--- config.mk ---
export PLATFORM = sky130hd
export DESIGN_NAME = mem_port_ctrl_flat
export DESIGN_NICKNAME = d
export VERILOG_FILES = /design/src/rtl/mem_port_ctrl_if.sv /design/src/rtl/mem_port_ctrl.sv /design/src/flat_wrapper.sv
export SDC_FILE = /design/constraint.sdc
export NUM_CORES = 1
export LEC_CHECK = 0
export ABC_AREA = 1
export BUFFER_PORTS_ARGS = -buffer_cell sky130_fd_sc_hd__buf_4
export CAP_MARGIN = 10
export CORE_AREA = 2 2 153 110
export DETAILED_ROUTE_END_ITERATION = 10
export DIE_AREA = 0 0 155 112
export PLACE_DENSITY = 0.81
export SLEW_MARGIN = 20
export SYNTH_ARGS = -nofsm -noshare
export SYNTH_HDL_FRONTEND = slang
export SYNTH_SLANG_ARGS = --single-unit
--- constraint.sdc ---
create_clock -name Clk -period 2.51 [get_ports Clk]
set_input_delay 0.251 -clock Clk [delete_from_list [all_inputs] [get_ports Clk]]
set_output_delay 0.251 -clock Clk [all_outputs]
set_load 0.005 [all_outputs]
--- src/rtl/mem_port_ctrl_if.sv ---
// Request/response bundle between the multicycle datapath and mem_port_ctrl.
interface mem_port_ctrl_if;
  // fetch side
  logic        if_req;
  logic [31:0] if_addr;
  logic        if_done;
  logic [31:0] if_instr;
  // load/store side
  logic        d_req;
  logic        d_we;
  logic [31:0] d_base;
  logic [15:0] d_offset;
  logic [31:0] d_wdata;
  logic        d_done;
  logic [31:0] d_rdata;
  // status
  logic        fault;
  logic        busy;

  // datapath side issues requests and consumes results
  modport master (
    output if_req, if_addr, d_req, d_we, d_base, d_offset, d_wdata,
    input  if_done, if_instr, d_done, d_rdata, fault, busy
  );

  // controller side serves requests and returns results
  modport slave (
    input  if_req, if_addr, d_req, d_we, d_base, d_offset, d_wdata,
    output if_done, if_instr, d_done, d_rdata, fault, busy
  );
endinterface

--- src/rtl/mem_port_ctrl.sv ---
// Single-port memory controller: arbitrates fetch vs load/store (data first),
// range-checks the address, drives the memory and returns results with a done pulse.
module mem_port_ctrl #(
  parameter int unsigned MAX_ADDR = 512
) (
  input  logic        Clk,
  input  logic        Rst_n,
  mem_port_ctrl_if.slave bus,
  output logic [31:0] Address,
  output logic [31:0] writeData,
  output logic        writeEnable,
  input  logic [31:0] MemData
);

  typedef enum logic [1:0] {
    IDLE   = 2'd0,
    ACCESS = 2'd1,
    DONE   = 2'd2
  } state_t;

  state_t      state;
  logic        is_data;   // request in flight is load/store, not fetch
  logic        is_store;  // request in flight is a store
  logic        legal;     // latched address passed the range check

  logic [31:0] eff_addr_c;
  logic        d_legal_c;
  logic        if_legal_c;

  // Effective address (wraps mod 2^32) and range checks for both requesters
  always_comb begin
    eff_addr_c = bus.d_base + {{16{bus.d_offset[15]}}, bus.d_offset};
    d_legal_c  = (eff_addr_c <= 32'(MAX_ADDR));
    if_legal_c = (bus.if_addr <= 32'(MAX_ADDR));
  end

  // Controller FSM with registered memory-side and result outputs
  always_ff @(posedge Clk or negedge Rst_n) begin
    if (!Rst_n) begin
      state        <= IDLE;
      is_data      <= 1'b0;
      is_store     <= 1'b0;
      legal        <= 1'b0;
      Address      <= 32'd0;
      writeData    <= 32'd0;
      writeEnable  <= 1'b0;
      bus.if_done  <= 1'b0;
      bus.if_instr <= 32'd0;
      bus.d_done   <= 1'b0;
      bus.d_rdata  <= 32'd0;
      bus.fault    <= 1'b0;
      bus.busy     <= 1'b0;
    end else begin
      case (state)
        IDLE: begin
          if (bus.d_req) begin
            state    <= ACCESS;
            bus.busy <= 1'b1;
            is_data  <= 1'b1;
            is_store <= bus.d_we;
            legal    <= d_legal_c;
            // illegal addresses leave the memory port untouched
            if (d_legal_c) begin
              Address <= eff_addr_c;
              if (bus.d_we) begin
                writeData   <= bus.d_wdata;
                writeEnable <= 1'b1;
              end
            end
          end else if (bus.if_req) begin
            state    <= ACCESS;
            bus.busy <= 1'b1;
            is_data  <= 1'b0;
            is_store <= 1'b0;
            legal    <= if_legal_c;
            if (if_legal_c) begin
              Address <= bus.if_addr;
            end
          end
        end

        ACCESS: begin
          state       <= DONE;
          writeEnable <= 1'b0;
          bus.fault   <= ~legal;
          if (is_data) begin
            bus.d_done <= 1'b1;
            if (!is_store) begin
              bus.d_rdata <= legal ? MemData : 32'd0;
            end
          end else begin
            bus.if_done  <= 1'b1;
            bus.if_instr <= legal ? MemData : 32'd0;
          end
        end

        DONE: begin
          state       <= IDLE;
          bus.d_done  <= 1'b0;
          bus.if_done <= 1'b0;
          bus.fault   <= 1'b0;
          bus.busy    <= 1'b0;
        end

        default: begin
          state <= IDLE;
        end
      endcase
    end
  end

endmodule

--- src/flat_wrapper.sv ---
// flat-port wrapper written by rule: the top's interface ports become plain ports
module mem_port_ctrl_flat 
#(
  parameter int unsigned MAX_ADDR = 512
)
  (Clk, Rst_n, Address, writeData, writeEnable, MemData, bus_if_req, bus_if_addr, bus_d_req, bus_d_we, bus_d_base, bus_d_offset, bus_d_wdata, bus_if_done, bus_if_instr, bus_d_done, bus_d_rdata, bus_fault, bus_busy);
  mem_port_ctrl_if bus_i ();
  input  logic Clk;
  input  logic Rst_n;
  output logic [31:0] Address;
  output logic [31:0] writeData;
  output logic writeEnable;
  input  logic [31:0] MemData;
  input wire logic [$bits(bus_i.if_req)-1:0] bus_if_req;
  input wire logic [$bits(bus_i.if_addr)-1:0] bus_if_addr;
  input wire logic [$bits(bus_i.d_req)-1:0] bus_d_req;
  input wire logic [$bits(bus_i.d_we)-1:0] bus_d_we;
  input wire logic [$bits(bus_i.d_base)-1:0] bus_d_base;
  input wire logic [$bits(bus_i.d_offset)-1:0] bus_d_offset;
  input wire logic [$bits(bus_i.d_wdata)-1:0] bus_d_wdata;
  output wire logic [$bits(bus_i.if_done)-1:0] bus_if_done;
  output wire logic [$bits(bus_i.if_instr)-1:0] bus_if_instr;
  output wire logic [$bits(bus_i.d_done)-1:0] bus_d_done;
  output wire logic [$bits(bus_i.d_rdata)-1:0] bus_d_rdata;
  output wire logic [$bits(bus_i.fault)-1:0] bus_fault;
  output wire logic [$bits(bus_i.busy)-1:0] bus_busy;
  assign bus_i.if_req = bus_if_req;
  assign bus_i.if_addr = bus_if_addr;
  assign bus_i.d_req = bus_d_req;
  assign bus_i.d_we = bus_d_we;
  assign bus_i.d_base = bus_d_base;
  assign bus_i.d_offset = bus_d_offset;
  assign bus_i.d_wdata = bus_d_wdata;
  assign bus_if_done = bus_i.if_done;
  assign bus_if_instr = bus_i.if_instr;
  assign bus_d_done = bus_i.d_done;
  assign bus_d_rdata = bus_i.d_rdata;
  assign bus_fault = bus_i.fault;
  assign bus_busy = bus_i.busy;
  mem_port_ctrl #(.MAX_ADDR(MAX_ADDR)) u_core (.Clk(Clk), .Rst_n(Rst_n), .bus(bus_i), .Address(Address), .writeData(writeData), .writeEnable(writeEnable), .MemData(MemData));
endmodule
==> results of run 1 <==
## power groups by stage
stage,sequential (W),combinational [W],clock (W)
after floorplan,0.00322,0.00146,0
after global placement,0.00320,0.00311,0
after detailed placement,0.00323,0.00322,0
after CTS,0.00320,0.00327,0.00239
after global routing,0.00327,0.00373,0.00250
final,0.00320,0.00339,0.00236
## through the flow
step,power [W],utilization (%),std cells
6_report,0.008950,74.96,1715
5_1_grt,0.009497,74.96,1715
4_1_cts,0.008857,72.32,1711
3_5_place_dp,0.006451,68.73,1678
3_3_place_gp,0.006308,68.73,1678
2_1_floorplan,0.004678,-,1131
## final cells by class
class                           count  area share [%]
Tap cell                          205           2.144
Clock buffer                       18           3.588
Timing Repair Buffer              377           24.07
Multi-Input combinational cell    783           34.62
Inverter                          180           5.649
Clock inverter                     14           1.056
Sequential cell                   138           28.87
## flip-flops by register name, indices dropped and copies added (netlist names)
name / flops
u_core.bus.fault: 1
u_core.state: 2
u_core.is_store: 1
u_core.is_data: 1
u_core.bus.d_rdata: 32
u_core.bus.busy: 1
u_core.bus.if_instr: 32
u_core.writeEnable: 1
u_core.bus.if_done: 1
u_core.bus.d_done: 1
u_core.Address: 32
u_core.legal: 1
u_core.writeData: 32
## layout by cell type, fill, tap and decap left out, types with 3 or more instances in the layout
master      synthesis  layout
inv_1             180     178
nand2_2             1      27
o21ai_1            18      19
a21oi_2             0      11
nand3_2             2       4
inv_6               0       6
nand4_1            11      11
nand3_1            51      48
ha_2                0       5
clkbuf_16           0      17
nor2_1            148     132
clkinvlp_4          0       3
nand3b_1            8       8
ha_4                0      10
dfrtp_1           138     138
nor2_4              0       5
ha_1               34      19
inv_8               0       3
o21ai_2            12      12
nor4_1              9       7
buf_6               5       3
mux2_2              4       4
o21ai_0            12      11
buf_12              0       3
a21oi_1            91      80
nand2_1           352     323
nand2_4             0       3
a31oi_1             3       3
nor3_1              7       5
buf_4               2     369
nor2_2              4      15
## worst reg2reg max path: stages, from the launching register on
cell	delay (ns)
dfrtp_1	0.38
inv_1	0.10
ha_1	0.22
inv_1	0.10
nor2_1	0.22
nand2_1	0.09
or4_1	0.84
nand2_4	0.23
nand2_1	0.07
nand2_1	0.06
## worst min-delay path by stage
stage	startpoint	endpoint	slack, ns	cells after the start
finish	bus_d_wdata[10]	u_core.writeData[10]	0.07	3
global route	bus_d_wdata[10]	u_core.writeData[10]	0.06	3
CTS	bus_d_wdata[10]	u_core.writeData[10]	0.06	3
detailed placement	Rst_n	u_core.bus.if_instr[23]	0.25	1
global placement	Rst_n	u_core.bus.d_rdata[23]	0.25	1
floorplan	Rst_n	u_core.Address[0]	-0.04	0
## cells by family after synthesis
logic type / after synthesis / synth area share, %
flops: 138 / 43.06
compound gates: 142 / 9.627
fa+ha+maj: 35 / 5.555
simple gates: 598 / 30.38
buf+inv: 211 / 10.49
xor+xnor: 3 / 0.3277
mux: 4 / 0.5617
## per-layer routing
metal | vias to the layer above | routed length [um] | GRT usage (%)
li1 | 4268 | - | -
met1 | 4035 | 10560 | 38.48
met2 | 420 | 12570 | 49.13
met3 | 35 | 2652 | 7.591
met4 | 0 | 537 | 9.444
met5 | - | 0 | 0
## what timing repair did
action	in CTS	in global routing
buffers inserted	0	2
endpoints found under the hold margin	55	0
resized for setup	2	93
pin swaps	0	11
endpoints found under the setup margin	10	66
cloned	0	2
hold buffers	1	0
==> impl_results.md, run 1 <==
* Outcome: finished, final reports clean
* Slowest stage delay, CP at 0.33 ns
* Vias in the first global route at 8220
* Syn_nets at 1315
* Port Buffer Count at 281
* Net Sw Frac at 35.14%
* Crit path kind: primary input to flop
* CTS root buffer: clkbuf_16
* Peak supply drop at 484.2 uV
* EDFF count, synth at 0
* Worst skew pair latency at 0.42 ns
* CP bufs+invs at 5
* Critical path endpoint category: flop
* Reg2reg setup slack at 0.15 ns
* Worst r2r dst: u_core.Address[4]
* Crit path top cell by count: nand2_1
* Fraction of registers with async set/reset at 100.0%
* Synthesized cell area at 0.008019 mm^2
* Total I/O pin count at 282
* P_sw at 0.003145 W
* Share of layout cells above drive strength 1 at 34.11%
* Worst path arrival time at 2.77 ns
* WL final at 26330 um
* Final setup fails at 0
* Slew HR at 56.33%
* WL per Instance at 15.35 um
* Max Slew Vio Count at 0
* Comb pwr share at 37.9%
* Flip-flop and latch area at 0.003453 mm^2
* Core area at 0.01596 mm^2
* Area leader, netlist: dfrtp_1
* # nets final at 1681
* Initial antenna violation count at 0
* Routed Antenna Nets at 0
* H-tree depth at 4
* CTS buffer count at 17
* CTS tree: built
* Slew @ Worst Pin at 0.6550 ns
* Synth top area share at 43.06%
* Leakage at 6.567 nW
* Post-DP Area at 0.01097 mm^2
* Vias/cell at 5.107
* Via count at 8758
* Die area at 0.01736 mm^2
* Most numerous cell in the Yosys netlist: nand2_1
* Syn Area/Cell at 7.090 um^2
* CP cell instances: buf_4 > ha_1 > buf_4 > inv_1 > nand2_1 > nand3_1 > nand2_2 > buf_4 > nand2_1 > nand2_1 > nand2_1 > nor2_1 > nand2_1 > nand2_1 > nand4_1 > nor2_2 > nand3b_1 > buf_6 > nand2_4 > nand2_1 > nand2_1
* Clk buf depth at 2
* Worst Hold Class: primary input to flop
* Initial DRC count at 591
* Die X at 155 um
* Hold slack final at 0.06726 ns
* Area of the multi-input gates at 0.004141 mm^2
* R2r startpoint: u_core.state[0]
* Synth area leaders: dfrtp_1 (43%), nand2_1 (16%), inv_1 (8.4%), nor2_1 (6.9%), a21oi_1 (5.7%)
* Final instance area at 0.01196 mm^2
* # rows at 39
* #FFs+latches synth at 138
* Post-DP HPWL at 20250 um
* Commonest cells post-synth: nand2_1 (352), inv_1 (180), nor2_1 (148)
* Worst path top cell family by delay: simple AND/OR/NAND/NOR gates
* Final worst slack at 0.08946 ns
* Worst Skew at 0.01267 ns
* Max Clock Freq at 413.1 MHz
* Reg clk slew, reported paths at 0.07 ns
* Total track usage at 29.70%
* Starting Density at 50.25%
* Clock power share at 26.3%
* R2r worst-path depth at 9
* Grt total ovfl at 0
* Number of hold-slack violations in the final timing report at 0
* Drt first pass iters at 8
* Primary FF master, synth: dfrtp_1
* Area grow syn2layout at 49.17%
* Power per cell area at 748.3 mW/mm^2
* Crit-path slowest cell: ha_1
* Seq/Total Area, Yosys at 43.06%
* Final setup TNS at 0 ns
* Worst Path Max Fanout at 7
* Startpoint types: primary input
* DRC at 0
* Crit path capture: u_core.Address[4]
* Final Cycle Share at 96.44%
* Stages on the worst setup path at 21
* ANT cells at 0
* Largest net degree at the start of global routing at 67
* Worst Setup SP: bus_d_base[2]
* # fillers at 1234
* Synth Warn # at 0
* Unique masters post-synth at 33
* Clock Sinks at 138
* Flop pwr share at 35.8%
* Internal power at 0.005805 W
* Worst Path Required at 2.86 ns
* Setup WS pre-CTS at -0.4758 ns
* Mapped Cells at 1131
* DIE HEIGHT at 112 um
* First-pass GRT wire length at 40500 um
* GPL Wtd Cong at 0.9742
* Max_cap viols at 0
* Fin crit period at 2.421 ns
Power figures use the tool's default switching activity.
==> run 2, diff against run 1 <==
- CORE_AREA: 2 2 153 110 -> 2 2 148 107
- DIE_AREA: 0 0 155 112 -> 0 0 150 109
- PLACE_DENSITY: 0.81 -> 0.85
- clock period: 2.51 -> 2.83 ns (I/O delays scaled with it)
==> impl_results.md, run 2 (synthesis gave the netlist of run 1 again) <==
* Crit-path slowest cell: fa_1
* Via count at 8357
* Slew @ Worst Pin at 0.7572 ns
* Post-CTS Setup Repair Bufs at 0
* Critical path endpoint category: flop
* Clock Sinks at 138
* Routed Antenna Nets at 0
* Commonest cells after routing, fill and taps aside: nand2_1 (352), buf_4 (307), inv_1 (180), nor2_1 (143), dfrtp_1 (138)
* Die X at 150 um
* RSZ-0062 raised after global routing: false
* Worst path arrival time at 2.89 ns
* Hold slack final at 0.1028 ns
* ANT cells at 0
* Slowest stage delay, CP at 0.44 ns
* WL final at 24100 um
* CTS tree: built
* Worst Skew at 0.009224 ns
* Drt first pass iters at 5
* Grt total ovfl at 0
* Initial antenna violation count at 0
* Core area at 0.01502 mm^2
* CP cell instances: buf_4 > ha_1 > fa_1 > nand2_1 > nand2_1 > nand3_1 > nand2_1 > nand2_1 > nand3_2 > a21o_1 > nand2_1 > nand3_1 > nor2_2 > nand3b_1 > buf_4 > nand2_4 > nand2_1 > nand2_1
* Hold Path Depth at 3
* R2r worst-path depth at 9
* R2r startpoint: u_core.state[1]
* Startpoint types: primary input
* Worst r2r dst: u_core.Address[0]
* Max_cap viols at 0
* Peak supply drop at 575.7 uV
* Clk buf depth at 2
* Area grow syn2layout at 38.17%
* Final setup fails at 0
* Fin crit period at 2.536 ns
* Slew HR at 49.52%
* Most Crowded Layer GR: met2
* DIE HEIGHT at 109 um
* Worst Hold Class: primary input to flop
* First-pass GRT wire length at 37180 um
* # nets final at 1615
* Vias/cell at 5.083
* Worst Path Max Fanout at 12
* GR Layer Usage met1 at 40.39%
* Power per cell area at 694.7 mW/mm^2
* Final worst slack at 0.2938 ns
* Crit path kind: primary input to flop
* Setup WS pre-CTS at -0.1189 ns
* GRT met2 Usage at 45.47%
* Starting Density at 53.37%
* Crit path top cell by count: nand2_1
* GPL Wtd Cong at 1.011
* Reg clk slew, reported paths at 0.06 ns
* Overall Power at 0.007697 W
* Largest net degree at the start of global routing at 80
* Initial DRC count at 601
* Max Slew Vio Count at 0
* Reg2reg setup slack at 0.33 ns
* Worst hold start: bus_d_wdata[1]
* Worst Path Required at 3.18 ns
* Outcome: finished, final reports clean
* Post-DP HPWL at 18690 um
* Vias in the first global route at 7538
* Port Buffer Count at 281
* DRC at 0
* Final Cycle Share at 89.62%
* Hold Path End: u_core.writeData[1]
* Most common cell after layout, fill and taps aside: nand2_1
* Max Clock Freq at 394.3 MHz
* Number of hold-slack violations in the final timing report at 0
* Total track usage at 29.28%
* Die area at 0.01635 mm^2
* CTS root buffer: clkbuf_16
* # rows at 38
* GR Layer Usage met3 at 8.326%
* Share of layout cells above drive strength 1 at 25.69%
* WL per Instance at 14.66 um
* Leakage at 6.230 nW
* Worst skew pair latency at 0.42 ns
* CTS buffer count at 17
* H-tree depth at 4
* Total I/O pin count at 282
* Final design utilization at 73.74%
run 2: changes by cell type in the layout (fill, tap and decap cells not counted), moves of 3 or more:
cell     previous run  this run
a21oi_1            80        91
a21oi_2            11         0
buf_4             369       307
ha_1               19        34
ha_2                5         0
ha_4               10         0
nand2_1           323       352
nand2_2            27         0
nand3_1            48        51
nor2_1            132       143
nor2_2             15         7
nor2_4              5         2
run 2: how the worst max path moves through the flow:
| stage | from | endpoint | depth (start not counted) |
|---|---|---|---|
| 6_report | bus_d_offset[0] | u_core.Address[0] | 18 |
| 5_1_grt | bus_d_offset[0] | u_core.Address[0] | 21 |
| 4_1_cts | bus_d_offset[0] | u_core.Address[0] | 18 |
| 3_5_place_dp | bus_d_offset[0] | u_core.Address[5] | 18 |
| 3_3_place_gp | bus_d_offset[15] | u_core.Address[2] | 16 |
| 2_1_floorplan | bus_d_offset[0] | u_core.Address[11] | 19 |
run 2: final cells by class:
cell class | instances | area, um^2
clock buffers | 17 | 425.4
clock inverters | 15 | 136.4
fillers | 1189 | 3945
inverters | 180 | 675.6
multi-input cells | 782 | 3752
flip-flops and latches | 138 | 3453
well taps | 200 | 250.2
repair buffers | 312 | 2386
run 2: metal layers:
| layer | vias to the layer above | wire length, um | part of all wire (%) |
|---|---|---|---|
| li1 | 4146 | - | - |
| met3 | 35 | 2661 | 11 |
| met1 | 3776 | 10300 | 43 |
| met4 | 0 | 379 | 1.6 |
| met2 | 400 | 10760 | 45 |
| met5 | - | 0 | 0 |
run 2: metrics by stage:
step	setup TNS, ns	cell area, um^2	instances
after floorplan	0	8019	1131
final	0	11080	1644
after global routing	0	11080	1644
after detailed placement	-1.719	10500	1611
after CTS	0	11070	1644
after global placement	-0.5107	10500	1611
run 2: repair_timing:
action / 4_1_cts / 5_1_grt
resized for setup: 0 / 4
hold endpoints to repair: 77 / 0
hold buffers: 1 / 0
endpoints found under the setup margin: 0 / 10
run 2: critical path, delay by kind of cell:
family | cells | cell delay, ns
AOI/OAI and AO/OA | 1 | 0.19
and+or+nand+nor | 13 | 1.41
adders and majority gates | 2 | 0.67
buffers and inverters | 2 | 0.32
run 2: report_power, final:
part	internal, W	leakage (nW)	total [W]	switching (W)
combinational	0.00133	4.30	0.00277	0.00144
sequential	0.00252	1.66	0.00283	0.000311
clock	0.00116	0.273	0.00210	0.000941
total	0.00500	6.23	0.00770	0.00269
==> run 3, diff against run 2 <==
- ABC_AREA: 1 -> default
- CORE_AREA: 2 2 148 107 -> 2 2 144 104
- DIE_AREA: 0 0 150 109 -> 0 0 146 106
- PLACE_DENSITY: 0.85 -> 0.86
==> impl_results.md, run 3 <==
* Slowest stage delay, CP at 0.36 ns
* Largest net degree at the start of global routing at 66
* Final Cycle Share at 117.4%
* First-pass GRT wire length at 39010 um
* Slew @ Worst Pin at 0.6299 ns
* Hold Path End: u_core.writeData[30]
* Share of layout cells above drive strength 1 at 46.39%
* Number of hold-slack violations in the final timing report at 0
* Worst Setup SP: bus_d_offset[0]
* Worst Skew at 0.01255 ns
* Worst r2r dst: u_core.Address[6]
* Port Buffer Count at 281
* Worst hold start: bus_d_wdata[30]
* Post-DP HPWL at 18600 um
* Hold slack final at 0.09866 ns
* GPL Wtd Cong at 1.022
* DRC at 0
* Setup WS pre-CTS at -0.8056 ns
* # rows at 37
* Critical path endpoint category: flop
* Worst Path Required at 3.12 ns
* Fraction of registers with async set/reset at 100.0%
* Synth Area in XOR/XNOR at 1.971%
* R2r startpoint: u_core.state[1]
* Synth Area in Simple Gates at 16.66%
* CTS buffer count at 17
* # placed instances at 1331
* Final setup fails at 65
* #FFs+latches synth at 138
* Seq/Total Area, Yosys at 46.11%
* CTS tree: built
* Commonest cells post-synth: dfrtp_1 (138), nand2_1 (136), o21ai_0 (87)
* Reg2reg setup slack at 0.53 ns
* Commonest cells after routing, fill and taps aside: buf_4 (405), dfrtp_1 (138), nand2_1 (136), o21ai_0 (85), a21oi_1 (37)
* Total I/O pin count at 282
* Fin cells at 1372
* Unique masters post-synth at 65
* Most numerous cell in the Yosys netlist: dfrtp_1
* Grt total ovfl at 0
* Primary FF master, synth: dfrtp_1
* Fin crit period at 3.322 ns
* Die area at 0.01548 mm^2
* Max Slew Vio Count at 0
* # nets final at 1349
* Largest family of logic cells by synthesized area: simple AND/OR/NAND/NOR gates
* Initial antenna violation count at 0
* Post-synthesis mux area share at 10.19%
* Hold Path Depth at 2
* Peak supply drop at 416.8 uV
* Core area at 0.01426 mm^2
* Synthesized-area fraction occupied by adder cells at 5.947%
* Worst Hold Class: primary input to flop
* Total track usage at 31.88%
* Syn_nets at 947
* Crit path kind: primary input to flop
* Synth area leaders: dfrtp_1 (46%), nand2_1 (6.8%), mux2_4 (6.0%), o21ai_0 (5.8%), ha_1 (5.7%)
* CP cell instances: buf_6 > ha_4 > fa_2 > a21o_1 > a221oi_4 > nor3_2 > a311o_1 > o41ai_2 > nand4_1 > nor4_2 > and4_4 > nand4_4 > buf_12 > mux2_4
* Max_cap viols at 0
* Outcome: finished, violations left
* Syn Area/Cell at 9.816 um^2
* Worst skew pair latency at 0.41 ns
* Most common cell after layout, fill and taps aside: buf_4
* Violated checks: negative setup slack
* Area grow syn2layout at 55.21%
* Routed Antenna Nets at 0
* Max Clock Freq at 301.0 MHz
* Via count at 7709
* WL final at 26240 um
* R2r worst-path depth at 8
* Vias/cell at 5.619
* Startpoint types: primary input
* H-tree depth at 4
* Worst Path Max Fanout at 16
* Initial DRC count at 679
* Leakage at 6.006 nW
* Drt first pass iters at 5
* Crit-path slowest cell: fa_2
* Final worst slack at -0.4923 ns
* Vias in the first global route at 7511
* Synth Warn # at 0
* Stages on the worst setup path at 14
* CP bufs+invs at 2
* DIE HEIGHT at 106 um
* Slew HR at 58.01%
* Area leader, netlist: dfrtp_1
* Starting Density at 52.53%
* EDFF count, synth at 0
* Reg clk slew, reported paths at 0.07 ns
* WL per Instance at 19.13 um
* Worst path arrival time at 3.61 ns
* Final setup TNS at -27.70 ns
* RSZ-0062 raised after global routing: true
* Mapped Cells at 763
* Synthesized cell area at 0.007490 mm^2
* Clock Sinks at 138
* Worst path top cell family by delay: compound AO/OA/AOI/OAI gates
* Clk buf depth at 2
* Compound-Gate Fraction of Synth Area at 15.90%
* Die X at 146 um
* Power per cell area at 517.8 mW/mm^2
* Synth top area share at 46.11%
* ANT cells at 0
* CTS root buffer: clkbuf_16
run 3: changes by cell type after synthesis, sizes merged, moves of 13 or more:
cell | previous run | this run
inv | 180 | 16
and2 | 2 | 23
clkbuf | 21 | 34
o21ai | 42 | 92
nand3 | 53 | 16
a21oi | 91 | 39
mux2 | 4 | 48
nor2 | 152 | 29
nand2 | 353 | 136
run 3: kinds of logic (layout without fill, tap and decap cells):
kind of cell / Yosys count / count (layout)
flip-flops: 138 / 138
AND/OR/NAND/NOR: 266 / 266
buffers and inverters: 56 / 470
multiplexers: 59 / 59
AO/OA/AOI/OAI: 193 / 193
XOR/XNOR: 16 / 16
adder cells (fa/ha/maj): 35 / 35
run 3: routing by layer:
| metal | track usage [%] | wire (um) |
|---|---|---|
| met5 | 0 | 0 |
| met4 | 10.75 | 892 |
| met3 | 7.425 | 2202 |
| met2 | 54.25 | 12780 |
| met1 | 40.51 | 10370 |
run 3: through the flow:
stage                     power, W  util [%]  cell area [um^2]
after CTS                 0.005964     80.05             11410
final                     0.006019     81.53             11620
after global routing      0.006272     81.53             11620
after floorplan           0.002914         -              7546
after global placement    0.003644     75.43             10760
after detailed placement  0.003691     75.43             10760
run 3: worst max-delay path by stage:
| stage | end | slack [ns] |
|---|---|---|
| 2_1_floorplan | u_core.writeData[0] | -0.44 |
| 3_3_place_gp | u_core.writeData[9] | -0.75 |
| 3_5_place_dp | u_core.writeData[22] | -0.81 |
| 4_1_cts | u_core.writeData[28] | -0.36 |
| 5_1_grt | u_core.writeData[0] | -0.66 |
| 6_report | u_core.writeData[0] | -0.49 |
run 3: final cells by class:
class	instances	area, um^2
Clock buffer	17	425.4
Tap cell	195	244.0
Timing Repair Buffer	423	3334
Inverter	16	60.06
Clock inverter	14	161.4
Fill cell	845	2634
Multi-Input combinational cell	569	3946
Sequential cell	138	3453
run 3: repair_timing:
action	4_1_cts	5_1_grt
pin swaps	2	4
cloned	0	3
endpoints found under the setup margin	65	66
buffers inserted	1	5
hold buffers	1	0
endpoints found under the hold margin	63	0
gates resized for setup	16	29
run 3: worst register-to-register path, stage by stage, from the launching register on:
cell       delay, ns
dfrtp_1         0.41
inv_1           0.14
ha_1            0.27
o21ai_0         0.16
a2111oi_0       0.42
buf_4           0.20
a31oi_4         0.05
clkbuf_16       0.22
mux2_4          0.31
run 3: power breakdown:
| group | internal, W | leakage [nW] | switching (W) |
|---|---|---|---|
| Sequential | 0.00206 | 1.90 | 0.0000661 |
| Combinational | 0.000749 | 3.82 | 0.000890 |
| Clock | 0.00132 | 0.289 | 0.000936 |
| Total | 0.00413 | 6.01 | 0.00189 |
